<file path="config.mk">
export PLATFORM = sky130hd
export DESIGN_NAME = microroc_readout_emu
export DESIGN_NICKNAME = d
export VERILOG_FILES = /design/src/rtl/microroc_readout_emu.sv
export SDC_FILE = /design/constraint.sdc
export NUM_CORES = 1
export LEC_CHECK = 0
export ABC_CLOCK_PERIOD_IN_PS = 2700
export BUFFER_PORTS_ARGS = -buffer_cell sky130_fd_sc_hd__buf_2
export CORE_MARGIN = 3
export CORE_UTILIZATION = 53
export DETAILED_ROUTE_END_ITERATION = 7
export PLACE_DENSITY = 0.77
export SLEW_MARGIN = 0
export SYNTH_ARGS = -nofsm -noshare
export SYNTH_HDL_FRONTEND = slang
export SYNTH_SLANG_ARGS = --single-unit
</file>
<file path="constraint.sdc">
create_clock -name Clk -period 2.7 [get_ports Clk]
set_input_delay 0.675 -clock Clk [delete_from_list [all_inputs] [get_ports Clk]]
set_output_delay 0.675 -clock Clk [all_outputs]
set_load 0.005 [all_outputs]
</file>
<file path="src/rtl/microroc_readout_emu.sv">
`default_nettype none
// ============================================================================
//  Module   : microroc_readout_emu
//  Purpose  : Transmit-side model of the Microroc RAM readout port. On a
//             StartReadout rising edge it serializes FrameCount synthetic
//             160-bit frames on DOUTB/TRANSMITONB, then pulses END_READOUT.
//             Replaces the ASIC pins in the FPGA loopback path.
//  Ports    : Clk          - 40 MHz system clock, rising edge
//             reset        - synchronous active-high reset
//             StartReadout - readout request, rising edge starts a readout
//             FrameCount   - frames to send (0..255), latched at start
//             BcidStart    - BCID of first frame, latched at start
//             Header       - chip header byte, latched at start
//             DataPattern  - channel-data seed, latched at start
//             DOUTB        - serial data, active low (line = ~bit)
//             TRANSMITONB  - low while a frame bit is on DOUTB
//             END_READOUT  - end-of-readout pulse, active high
//             Busy         - high from accepted start until back in idle
//  Revision : 1.0 - initial release
// ============================================================================
module microroc_readout_emu #(
   parameter int FRAME_BITS = 160,
   parameter int GAP_CYCLES = 4,
   parameter int END_PULSE  = 2
) (
   input  logic        Clk,
   input  logic        reset,
   input  logic        StartReadout,
   input  logic [7:0]  FrameCount,
   input  logic [23:0] BcidStart,
   input  logic [7:0]  Header,
   input  logic [7:0]  DataPattern,
   output logic        DOUTB,
   output logic        TRANSMITONB,
   output logic        END_READOUT,
   output logic        Busy
);

   typedef enum logic [1:0] {
      ST_IDLE  = 2'd0,
      ST_GAP   = 2'd1,
      ST_SHIFT = 2'd2,
      ST_END   = 2'd3
   } state_t;

   localparam logic [15:0] c_gap_last  = 16'(GAP_CYCLES - 1);
   localparam logic [15:0] c_bits_last = 16'(FRAME_BITS - 1);
   localparam logic [15:0] c_end_last  = 16'(END_PULSE - 1);

   state_t                  r_state;
   state_t                  w_next_state;
   logic                    r_start_d;
   logic                    w_accept;
   logic [7:0]              r_frame_count;
   logic [23:0]             r_bcid_start;
   logic [7:0]              r_header;
   logic [7:0]              r_pattern;
   logic [7:0]              r_frame_idx;
   logic [7:0]              w_idx_next;
   logic                    w_last_frame;
   logic [15:0]             r_cnt;
   logic                    r_busy;
   logic [23:0]             w_bcid;
   logic [7:0]              w_data_byte;
   logic [FRAME_BITS-1:0]   w_frame;
   logic [7:0]              w_bit_pos;

   // Only a fresh rising edge seen in idle starts a readout; edges while
   // busy are simply dropped.
   assign w_accept     = StartReadout & ~r_start_d & (r_state == ST_IDLE);
   assign w_idx_next   = r_frame_idx + 8'd1;
   assign w_last_frame = (w_idx_next == r_frame_count);

   // Frame content derives purely from latched values and the frame index,
   // so the pins never see mid-readout input changes.
   assign w_bcid      = r_bcid_start + {16'd0, r_frame_idx};
   assign w_data_byte = r_pattern ^ r_frame_idx;
   assign w_frame     = {w_bcid, {16{w_data_byte}}, r_header};
   // MSB first: shift cycle 0 presents bit FRAME_BITS-1.
   assign w_bit_pos   = 8'(FRAME_BITS - 1) - r_cnt[7:0];

   // State register
   always_ff @(posedge Clk) begin
      if (reset) begin
         r_state <= ST_IDLE;
      end else begin
         r_state <= w_next_state;
      end
   end

   // Next-state logic
   always_comb begin
      w_next_state = r_state;
      case (r_state)
         ST_IDLE: begin
            if (w_accept) begin
               w_next_state = (FrameCount != 8'd0) ? ST_GAP : ST_END;
            end
         end
         ST_GAP: begin
            if (r_cnt == c_gap_last) begin
               w_next_state = ST_SHIFT;
            end
         end
         ST_SHIFT: begin
            if (r_cnt == c_bits_last) begin
               w_next_state = w_last_frame ? ST_END : ST_GAP;
            end
         end
         ST_END: begin
            if (r_cnt == c_end_last) begin
               w_next_state = ST_IDLE;
            end
         end
         default: w_next_state = ST_IDLE;
      endcase
   end

   // Datapath: edge detect, latches, phase counter, frame index, busy flag
   always_ff @(posedge Clk) begin
      if (reset) begin
         r_start_d     <= 1'b0;
         r_frame_count <= 8'd0;
         r_bcid_start  <= 24'd0;
         r_header      <= 8'd0;
         r_pattern     <= 8'd0;
         r_frame_idx   <= 8'd0;
         r_cnt         <= 16'd0;
         r_busy        <= 1'b0;
      end else begin
         r_start_d <= StartReadout;
         // Busy lags the state by one cycle on the way out, so it stays high
         // through the idle entry cycle.
         r_busy    <= (r_state != ST_IDLE) | w_accept;

         // Phase counter restarts on every state change and rests at 0 in idle.
         if ((w_next_state != r_state) || (r_state == ST_IDLE)) begin
            r_cnt <= 16'd0;
         end else begin
            r_cnt <= r_cnt + 16'd1;
         end

         if (w_accept) begin
            r_frame_count <= FrameCount;
            r_bcid_start  <= BcidStart;
            r_header      <= Header;
            r_pattern     <= DataPattern;
            r_frame_idx   <= 8'd0;
         end else if ((r_state == ST_SHIFT) && (r_cnt == c_bits_last)) begin
            r_frame_idx <= w_idx_next;
         end
      end
   end

   // Pin outputs decode directly from state so a reset clears them at the
   // very next edge.
   assign TRANSMITONB = (r_state != ST_SHIFT);
   assign DOUTB       = (r_state == ST_SHIFT) ? ~w_frame[w_bit_pos] : 1'b1;
   assign END_READOUT = (r_state == ST_END);
   assign Busy        = r_busy;

endmodule
`default_nettype wire
</file>
==> results of run 1 <==
[registers in the layout (all words and copies together) (netlist names)]
register       cells
r_frame_idx        8
r_start_d          1
r_bcid_start      24
r_state            2
r_cnt             16
r_header           8
r_frame_count      8
r_pattern          8
Busy               1
[where the power goes]
group          internal [W]  switching (W)
logic              0.000146       0.000171
clock network      0.000459       0.000468
registers           0.00117      0.0000373
[critical path, cell delays in order, from the launching register on]
cell and delay (ns):
dfxtp_2 0.34, ha_1 0.29, a21o_1 0.20, a22oi_2 0.38, a21oi_1 0.16, xnor2_1 0.22, a211oi_1 0.12, o211ai_1 0.26
a31oi_1 0.12, a31oi_1 0.23, buf_2 0.16
[per-layer routing]
layer | global-route usage, % | wire length, um
met1 | 30.49 | 5124
met2 | 40.23 | 5814
met5 | 0 | 0
met4 | 10.91 | 339
met3 | 3.733 | 659
[stage by stage]
stage	area [um2]	setup TNS, ns	setup WS, ns	util, %	hold WS [ns]
floorplan	4446	-0.02115	-0.02115	-	0.4331
global placement	5097	-0.2683	-0.2683	64.63	0.4401
detailed placement	5097	-0.3610	-0.3610	64.63	0.4533
CTS	5389	-0.6370	-0.6370	68.32	0.4661
global route	5577	-0.9631	-0.9631	70.70	0.4873
finish	5577	-0.8144	-0.8144	70.70	0.4660
[placed cells by master, fill, tap and decap left out, types with 4 or more instances in the layout]
cell / instances
inv_1: 10
nor4_1: 5
clkbuf_8: 10
and2_1: 4
xnor2_1: 26
buf_4: 62
a21oi_1: 66
o211ai_1: 5
o21ai_0: 13
nor3_1: 13
a31oi_1: 7
a21o_1: 5
ha_1: 8
xor2_1: 20
nand2_1: 124
nand2b_1: 6
dfxtp_2: 7
nand4_1: 5
ha_4: 5
buf_2: 54
nand3_1: 16
mux4_2: 5
dfxtp_1: 68
and3_1: 6
nor2b_1: 4
nor2_1: 45
[what timing repair did]
action,CTS,global route
hold buffers,0,0
resized for setup,14,23
pin swaps,17,13
setup endpoints to repair,1,1
setup buffers,2,6
[final cells by class]
cell class | instances | area share [%]
inverters | 12 | 0.8526
flip-flops and latches | 76 | 27.51
multi-input cells | 443 | 51.34
repair buffers | 120 | 14.31
well taps | 102 | 2.289
clock inverters | 6 | 1.234
clock buffers | 10 | 2.468
[kinds of logic after synthesis]
kind of cell,count (synthesis),share of synthesized area (%)
AND/OR/NAND/NOR,242,24.74
AO/OA/AOI/OAI,131,18.15
flip-flops,76,34.55
XOR/XNOR,46,9.148
buffers and inverters,46,5.539
adder cells (fa/ha/maj),14,4.148
multiplexers,10,3.722
[how the worst max path moves through the flow]
stage / from / end / slack, ns / depth (start not counted)
CTS: r_bcid_start[0]$_SDFFE_PP0P_ / DOUTB / -0.64 / 12
global route: r_bcid_start[1]$_SDFFE_PP0P_ / DOUTB / -0.96 / 10
global placement: r_bcid_start[0]$_SDFFE_PP0P_ / DOUTB / -0.27 / 12
detailed placement: r_bcid_start[0]$_SDFFE_PP0P_ / DOUTB / -0.36 / 12
finish: r_bcid_start[1]$_SDFFE_PP0P_ / DOUTB / -0.81 / 10
floorplan: r_frame_idx[0]$_SDFFE_PP0P_ / DOUTB / -0.02 / 11
==> run summary, run 1 <==
Worst-Margin Slew - 0.6406 ns
FF-to-FF path depth - 10
PnR worst setup slack - -0.8144 ns
CTS clk-pin slew, worst paths - 0.09 ns
gr ovfl total - 0
largest net degree at the start of global routing - 36
DRT Wirelength - 11940 um
total power - 0.002447 W
relative slew slack - 57.29%
crit path time final - 3.514 ns
fin crit share - 130.2%
crit start category - flop
Post-synth top flop - dfxtp_1
violated checks - setup timing
Worst R2R End - r_frame_idx[7]$_SDFFE_PP0P_
register area share after synthesis - 34.55%
die area - 9440 um2
placed cell count - 745
CTS Root Buffer Type - clkbuf_8
setup violators final - 1
1st-iter DRT viols - 294
TritonCTS clock tree - done
antenna-violating nets left - 0
CTS sink count - 76
ant diodes - 0
P&R area growth vs syn - 26.62%
area of the multi-input gates - 2863 um2
H-tree depth - 3
Synth area leader - dfxtp_1
Detail Placement HPWL - 8259 um
Mapped Cells - 565
most frequent cells after synthesis - 124 x nand2_1, 76 x dfxtp_1, 68 x a21oi_1
Worst VDD drop - 254.9 uV
later-pin clock latency in the skew report - 0.36 ns
# IOs - 55
first-pass GRT wire length - 19020 um
Residual DRC - 0
hold depth - 2
Avg WL per Cell - 15.52 um
Post-synth ARST share - 0%
Die Ht - 97.16 um
Min-Delay Endpoint - r_header[5]$_SDFFE_PP0P_
Seq cells post-synth - 76
Final nets - 727
Max Clock Skew - 0.01214 ns
router iterations before antenna repair - 5
initial antenna violation count - 0
PD cells - 438.9 nW/um2
CTS Buf Count - 9
Die Wd - 97.16 um
syn_nets - 630
Mapped Area - 4404 um2
Final Non-Filler Cells - 769
CORE AREA - 7888 um2
Post-Syn Area per Cell - 7.795 um2
Netlist cell types - 60
Longest Clk Path Bufs - 2
static leakage - 2.204 nW
Fmax - 284.5 MHz
Synth top area share - 34.55%
Filler Cells Inserted - 602
vias in the first global route - 4203
drt via density - 5.759
crit path capture type - output port
Post-synth EDFFs - 0
Port Buffers - 54
R2R Path Start - r_cnt[1]$_SDFF_PP0_
status - complete, but fails checks
Critical Path RT - 2.03 ns
setup slack, reg-to-reg - 0.28 ns
CP Max Fanout - 5
routability cong. - 0.9909
min-delay src - r_header[5]$_SDFFE_PP0P_
num rows - 32
sequential cell area - 1534 um2
layout cells sized above 1 - 28.04%
Worst Path Arrival - 2.84 ns
Initial Util - 55.84%
synth warn - 0
Vias - 4429
count leader, synth - nand2_1
final count of hold timing violations - 0
Final Max Tran Viols - 0
kind of critical path - flop to output port
worst min-delay path category - flop to flop
top cells by area, synth - dfxtp_1 35%, nand2_1 11%, a21oi_1 7.7%, xnor2_1 5.2%, xor2_1 4.0%
RSZ-0062 raised after global routing - yes
GRT Util Overall - 24.06%
Max-Cap Viols - 0
(Power assumes the default switching activity.)
==> inputs of run 2 (changes only) <==
--- a/config.mk
+++ b/config.mk
@@ -7,6 +7,7 @@
 export LEC_CHECK = 0
 export ABC_CLOCK_PERIOD_IN_PS = 2700
 export BUFFER_PORTS_ARGS = -buffer_cell sky130_fd_sc_hd__buf_2
+export CORE_ASPECT_RATIO = 0.8
 export CORE_MARGIN = 3
 export CORE_UTILIZATION = 53
 export DETAILED_ROUTE_END_ITERATION = 7
==> run 2 against run 1 <==
The run still ends with setup timing left. First-iteration DRC count shrank 8.8%. Design area shrank 3.7%. Highest routed layer unchanged. Utilization shrank 3.8 points. Sequential cell count is the same. Non-clock buffer count shrank 7. Via count shrank 3.8%. Die area is essentially flat. Routed wire length shrank 5.2%. Largest cell class unchanged. Critical endpoint unchanged. Register-to-register slack is essentially flat.
==> run summary, run 2 (same netlist as run 1, synthesis figures left out) <==
status - complete, but fails checks
violated checks - setup timing
DRT Wirelength - 11320 um (-5.2%)
CORE AREA - 8019 um2 (+1.7%)
setup slack, reg-to-reg - 0.28 ns (about the same)
CP endpoint - DOUTB
crit start category - flop
pre-CTS WS - -0.3265 ns (+0.03449 ns)
final count of hold timing violations - 0 (unchanged)
most frequent cells in the layout - 124 x nand2_1, 74 x dfxtp_1, 68 x a21oi_1, 57 x buf_4, 54 x buf_2
CTS Root Buffer Type - clkbuf_8
Die Ht - 87.54 um (-9.9%)
initial antenna violation count - 0 (unchanged)
Critical Path RT - 2.03 ns (about the same)
WHS - 0.4576 ns (-0.008382 ns)
crit path time final - 3.327 ns (-0.1877 ns)
Vias - 4260 (-3.8%)
commonest non-fill, non-tap cell in the layout - nand2_1
largest net degree at the start of global routing - 50 (+39%)
CP bufs+invs - 2 (+1)
Initial Util - 54.92% (-0.91 points)
Top delay family on crit path - compound AO/OA/AOI/OAI gates
cell depth of the worst setup path - 12 (+2)
gr busiest metal - met2
met3 GRT Util - 4.495% (+0.76 points)
relative slew slack - 62.40% (+5.1 points)
CP peak stage delay - 0.37 ns (about the same)
worst min-delay path category - flop to flop
P&R area growth vs syn - 21.88%
H-tree depth - 3 (unchanged)
Worst R2R End - r_frame_idx[7]$_SDFFE_PP0P_
Worst VDD drop - 401.0 uV (+57%)
vias in the first global route - 3968 (-5.6%)
CTS Buf Count - 9 (unchanged)
later-pin clock latency in the skew report - 0.36 ns (about the same)
Detail Placement HPWL - 8192 um (-0.80%)
Worst-Margin Slew - 0.5640 ns (-0.07662 ns)
drt via density - 5.547 (-3.7%)
GRT Util Overall - 24.39% (+0.33 points)
Crit. Startpoint - r_frame_idx[0]$_SDFFE_PP0P_
ant diodes - 0 (unchanged)
num rows - 29 (-9.4%)
router iterations before antenna repair - 5 (unchanged)
PnR worst setup slack - -0.6266 ns (+0.1877 ns)
crit path capture type - output port
max reg flops - 24 (unchanged)
antenna-violating nets left - 0 (unchanged)
R2R Path Start - r_cnt[0]$_SDFF_PP0_
Final nets - 720 (-0.96%)
Max-Cap Viols - 0 (unchanged)
first-pass GRT wire length - 18550 um (-2.5%)
met2 usage - 39.90% (-0.34 points)
routability cong. - 0.9105 (-8.1%)
Avg WL per Cell - 14.74 um (-5.1%)
CTS clk-pin slew, worst paths - 0.09 ns (about the same)
CTS sink count - 76 (unchanged)
setup violators final - 1 (unchanged)
Port Buffers - 54 (unchanged)
kind of critical path - flop to output port
TritonCTS clock tree - done
layout cells sized above 1 - 24.55% (-3.5 points)
Longest Clk Path Bufs - 2 (unchanged)
Worst Path Arrival - 2.65 ns (-0.19 ns)
critical-path cell list - ha_4, inv_2, fa_2, nor2b_4, o31a_1, o21ai_1, a211oi_1, a211oi_1, o211ai_1, a31oi_1, a31oi_1, buf_2
# IOs - 55 (unchanged)
Crit-path slowest cell - dfxtp_4
static leakage - 2.134 nW (-3.2%)
CTS Hold Buffers Added - 0 (unchanged)
Filler Cells Inserted - 680 (+13%)
gr ovfl total - 0 (unchanged)
Max Clock Skew - 0.01654 ns (+0.004399 ns)
Regs by FF count - r_bcid_start x24, r_cnt x16
Residual DRC - 0 (unchanged)
Reg with most FFs - r_bcid_start
CP Max Fanout - 3 (-2)
Die Wd - 107.9 um (+11%)
FF-to-FF path depth - 11 (+1)
PD cells - 422.8 nW/um2 (-3.7%)
Final Max Tran Viols - 0 (unchanged)
Fmax - 300.6 MHz (+5.6%)
met1 Use GR - 32.47% (+2.0 points)
die area - 9447 um2 (about the same)
fin crit share - 123.2% (-7.0 points)
RSZ-0062 raised after global routing - yes
1st-iter DRT viols - 268 (-8.8%)
==> run 2: cell count changes in the layout (fill, tap and decap cells not counted), moves of 2 or more <==
cell and change:
buf_4 -5, clkinvlp_4 +2, buf_6 -2, ha_4 -3
dfxtp_2 -6, dfxtp_1 +6, a311oi_1 +2, ha_1 +3
a21oi_1 +2
==> run 2: worst min-delay path by stage <==
| stage | slack (ns) | from | depth (start not counted) | end |
|---|---|---|---|---|
| 6_report | 0.46 | r_header[6]$_SDFFE_PP0P_ | 2 | r_header[6]$_SDFFE_PP0P_ |
| 5_1_grt | 0.47 | r_header[5]$_SDFFE_PP0P_ | 2 | r_header[5]$_SDFFE_PP0P_ |
| 4_1_cts | 0.46 | r_header[3]$_SDFFE_PP0P_ | 2 | r_header[3]$_SDFFE_PP0P_ |
| 3_5_place_dp | 0.45 | r_header[3]$_SDFFE_PP0P_ | 2 | r_header[3]$_SDFFE_PP0P_ |
| 3_3_place_gp | 0.44 | r_header[3]$_SDFFE_PP0P_ | 2 | r_header[3]$_SDFFE_PP0P_ |
| 2_1_floorplan | 0.43 | r_header[1]$_SDFFE_PP0P_ | 2 | r_header[1]$_SDFFE_PP0P_ |
==> run 2: power breakdown <==
group	switching, W	total, W	internal, W
sequential	0.0000357	0.00120	0.00117
clock	0.000438	0.000772	0.000334
combinational	0.000160	0.000296	0.000136
total	0.000634	0.00227	0.00164
==> run 2: stage by stage <==
| stage | power, W | cells | utilization (%) | area, um2 | setup TNS [ns] |
|---|---|---|---|---|---|
| final | 0.002270 | 768 | 66.94 | 5368 | -0.6266 |
| after global routing | 0.002374 | 768 | 66.94 | 5368 | -0.7413 |
| after CTS | 0.002282 | 766 | 66.17 | 5306 | -0.6133 |
| after detailed placement | 0.001517 | 747 | 63.44 | 5087 | -0.3265 |
| after global placement | 0.001507 | 747 | 63.44 | 5087 | -0.2575 |
| after floorplan | 0.001403 | 565 | - | 4446 | -0.02115 |
==> run 2: worst min-delay path, stage by stage, from the launching register on <==
cell and delay (ns):
dfxtp_1 0.31, nand2_1 0.05, a21oi_1 0.05
==> run 2: cell type report <==
type	instances	area, um2	share of cell area (%)
timing repair buffer	113	738.2	13.75
clock inverter	6	41.29	0.7692
sequential	76	1526	28.44
tap	108	135.1	2.517
multi-input combinational	443	2754	51.31
inverter	12	45.04	0.8392
clock buffer	10	127.6	2.378
==> run 2: routing by layer <==
layer	vias to the layer above	part of all wire, %
met4	0	2.2
met1	1942	46
met3	27	6.3
li1	2132	-
met5	-	0
met2	159	46
==> run 2: what timing repair did <==
item,CTS,global route
setup endpoints to repair,1,2
pin swaps,10,4
hold endpoints to repair,0,0
gates resized for setup,6,7
buffers inserted,3,2
==> inputs of run 3 (changes only) <==
--- a/config.mk
+++ b/config.mk
@@ -12,6 +12,7 @@
 export CORE_UTILIZATION = 53
 export DETAILED_ROUTE_END_ITERATION = 7
 export PLACE_DENSITY = 0.77
+export REMOVE_ABC_BUFFERS = 1
 export SLEW_MARGIN = 0
 export SYNTH_ARGS = -nofsm -noshare
 export SYNTH_HDL_FRONTEND = slang
==> run 3 against run 2 <==
The flow still finishes with violations (setup timing). Design area up 1.4%. Worst hold slack better by 0.0033 ns. Clock skew fell by 0.0021 ns. Via count is 2.5% higher. Critical path type unchanged. Die area unchanged. Highest routed layer unchanged.
==> run summary, run 3 (same netlist as run 1, synthesis figures left out) <==
crit path time final - 3.540 ns (+0.2135 ns)
worst min-delay path category - flop to flop
setup slack, reg-to-reg - 0.22 ns (-0.06 ns)
Final nets - 727 (+0.97%)
layout cells sized above 1 - 25.49% (+0.94 points)
setup violators final - 1 (unchanged)
Initial Util - 54.92% (unchanged)
CTS clk-pin slew, worst paths - 0.08 ns (about the same)
Fmax - 282.5 MHz (-6.0%)
area of the multi-input gates - 2750 um2 (-0.14%)
Final Max Tran Viols - 0 (unchanged)
TritonCTS clock tree - done
Finished Cell Area - 5444 um2 (+1.4%)
gr ovfl total - 0 (unchanged)
Die Wd - 107.9 um (unchanged)
Die Ht - 87.54 um (unchanged)
router iterations before antenna repair - 5 (unchanged)
sequential cell area - 1525 um2 (about the same)
CORE AREA - 8019 um2 (unchanged)
Max Clock Skew - 0.01447 ns (-0.002065 ns)
PD cells - 447.1 nW/um2 (+5.7%)
CTS sink count - 76 (unchanged)
largest net degree at the start of global routing - 39 (-22%)
setup TNS - -0.8401 ns (-0.2135 ns)
Vias - 4368 (+2.5%)
Crit-path slowest cell - a311oi_1
Avg WL per Cell - 14.72 um (-0.16%)
DRT Wirelength - 11410 um (+0.75%)
# IOs - 55 (unchanged)
static leakage - 2.203 nW (+3.3%)
CP Max Fanout - 4 (+1)
Filler Cells Inserted - 665 (-2.2%)
kind of critical path - flop to output port
WHS - 0.4609 ns (+0.003335 ns)
Worst Path Arrival - 2.87 ns (+0.22 ns)
crit path capture type - output port
CTS Root Buffer Type - clkbuf_8
violated checks - setup timing
CTS Hold Buffers Added - 0 (unchanged)
initial antenna violation count - 0 (unchanged)
status - complete, but fails checks
P&R area growth vs syn - 23.61%
pre-CTS WS - -0.5402 ns (-0.2137 ns)
critical-path cell list - ha_1, a21o_1, nor3_4, a21oi_4, a311oi_1, a311oi_1, a211oi_2, a31oi_1, a31oi_1, buf_2
PnR worst setup slack - -0.8401 ns (-0.2135 ns)
routability cong. - 0.9264 (+1.7%)
vias in the first global route - 4108 (+3.5%)
Regs by FF count - r_bcid_start x24, r_cnt x16
fin crit share - 131.1% (+7.9 points)
antenna-violating nets left - 0 (unchanged)
ant diodes - 0 (unchanged)
CTS Buf Count - 9 (unchanged)
relative slew slack - 67.44% (+5.0 points)
CP peak stage delay - 0.41 ns (+0.04 ns)
final count of hold timing violations - 0 (unchanged)
Max-Cap Viols - 0 (unchanged)
crit start category - flop
later-pin clock latency in the skew report - 0.37 ns (about the same)
most frequent cells in the layout - 124 x nand2_1, 73 x dfxtp_1, 68 x a21oi_1, 65 x buf_4, 54 x buf_2
die area - 9447 um2 (unchanged)
1st-iter DRT viols - 281 (+4.9%)
Worst VDD drop - 350.1 uV (-13%)
commonest non-fill, non-tap cell in the layout - nand2_1
drt via density - 5.636 (+1.6%)
Reg with most FFs - r_bcid_start
max reg flops - 24 (unchanged)
H-tree depth - 3 (unchanged)
num rows - 29 (unchanged)
Detail Placement HPWL - 8221 um (+0.36%)
Longest Clk Path Bufs - 2 (unchanged)
RSZ-0062 raised after global routing - yes
first-pass GRT wire length - 18590 um (+0.22%)
Critical Path RT - 2.03 ns (about the same)
Area after DPL - 5109 um2 (+0.42%)
Worst-Margin Slew - 0.4884 ns (-0.07558 ns)
GRT Util Overall - 24.93% (+0.54 points)
Residual DRC - 0 (unchanged)
total power - 0.002434 W (+7.2%)
Port Buffers - 54 (unchanged)
[run 3: area by class of cell]
class                   count  area share [%]
clock inverters             4           1.011
multi-input cells         443           50.52
clock buffers              12           2.850
flip-flops and latches     76           28.02
inverters                  12          0.8274
repair buffers            120           14.30
well taps                 108           2.482
[run 3: path summary, 6_finish.rpt]
check / from / endpoint / cells after the start
min: r_header[0]$_SDFFE_PP0P_ / r_header[0]$_SDFFE_PP0P_ / 2
min reg2reg: r_header[0]$_SDFFE_PP0P_ / r_header[0]$_SDFFE_PP0P_ / 2
max: r_bcid_start[7]$_SDFFE_PP0P_ / DOUTB / 10
max reg2reg: r_cnt[0]$_SDFF_PP0_ / r_cnt[13]$_SDFF_PP0_ / 11
[run 3: timing repair]
action,in CTS,in global routing
buffers inserted,2,0
pin swaps,10,5
resized for setup,13,12
setup endpoints to repair,1,13
[run 3: critical path: cells and delay by family (launching register included)]
kind / cells / cell delay [ns]
compound gates: 7 / 1.43
fa+ha+maj: 1 / 0.33
flops: 1 / 0.32
simple gates: 1 / 0.28
buf+inv: 1 / 0.14
[run 3: per-layer routing]
metal | vias to the layer above | part of all wire (%) | global-route usage, %
li1 | 2151 | - | -
met4 | 0 | 3.1 | 10.89
met5 | - | 0 | 0
met1 | 2025 | 45 | 31.80
met2 | 155 | 46 | 40.07
met3 | 37 | 6.2 | 6.706
[run 3: through the flow]
step	util, %	std cells
floorplan	-	531
global placement	63.71	757
detailed placement	63.71	757
CTS	67.08	775
global route	67.89	775
finish	67.89	775
[run 3: power breakdown]
group / internal, W / total, W / switching [W]
Clock: 0.000485 / 0.000929 / 0.000444
Combinational: 0.000138 / 0.000301 / 0.000163
Sequential: 0.00117 / 0.00120 / 0.0000367
Total: 0.00179 / 0.00243 / 0.000644
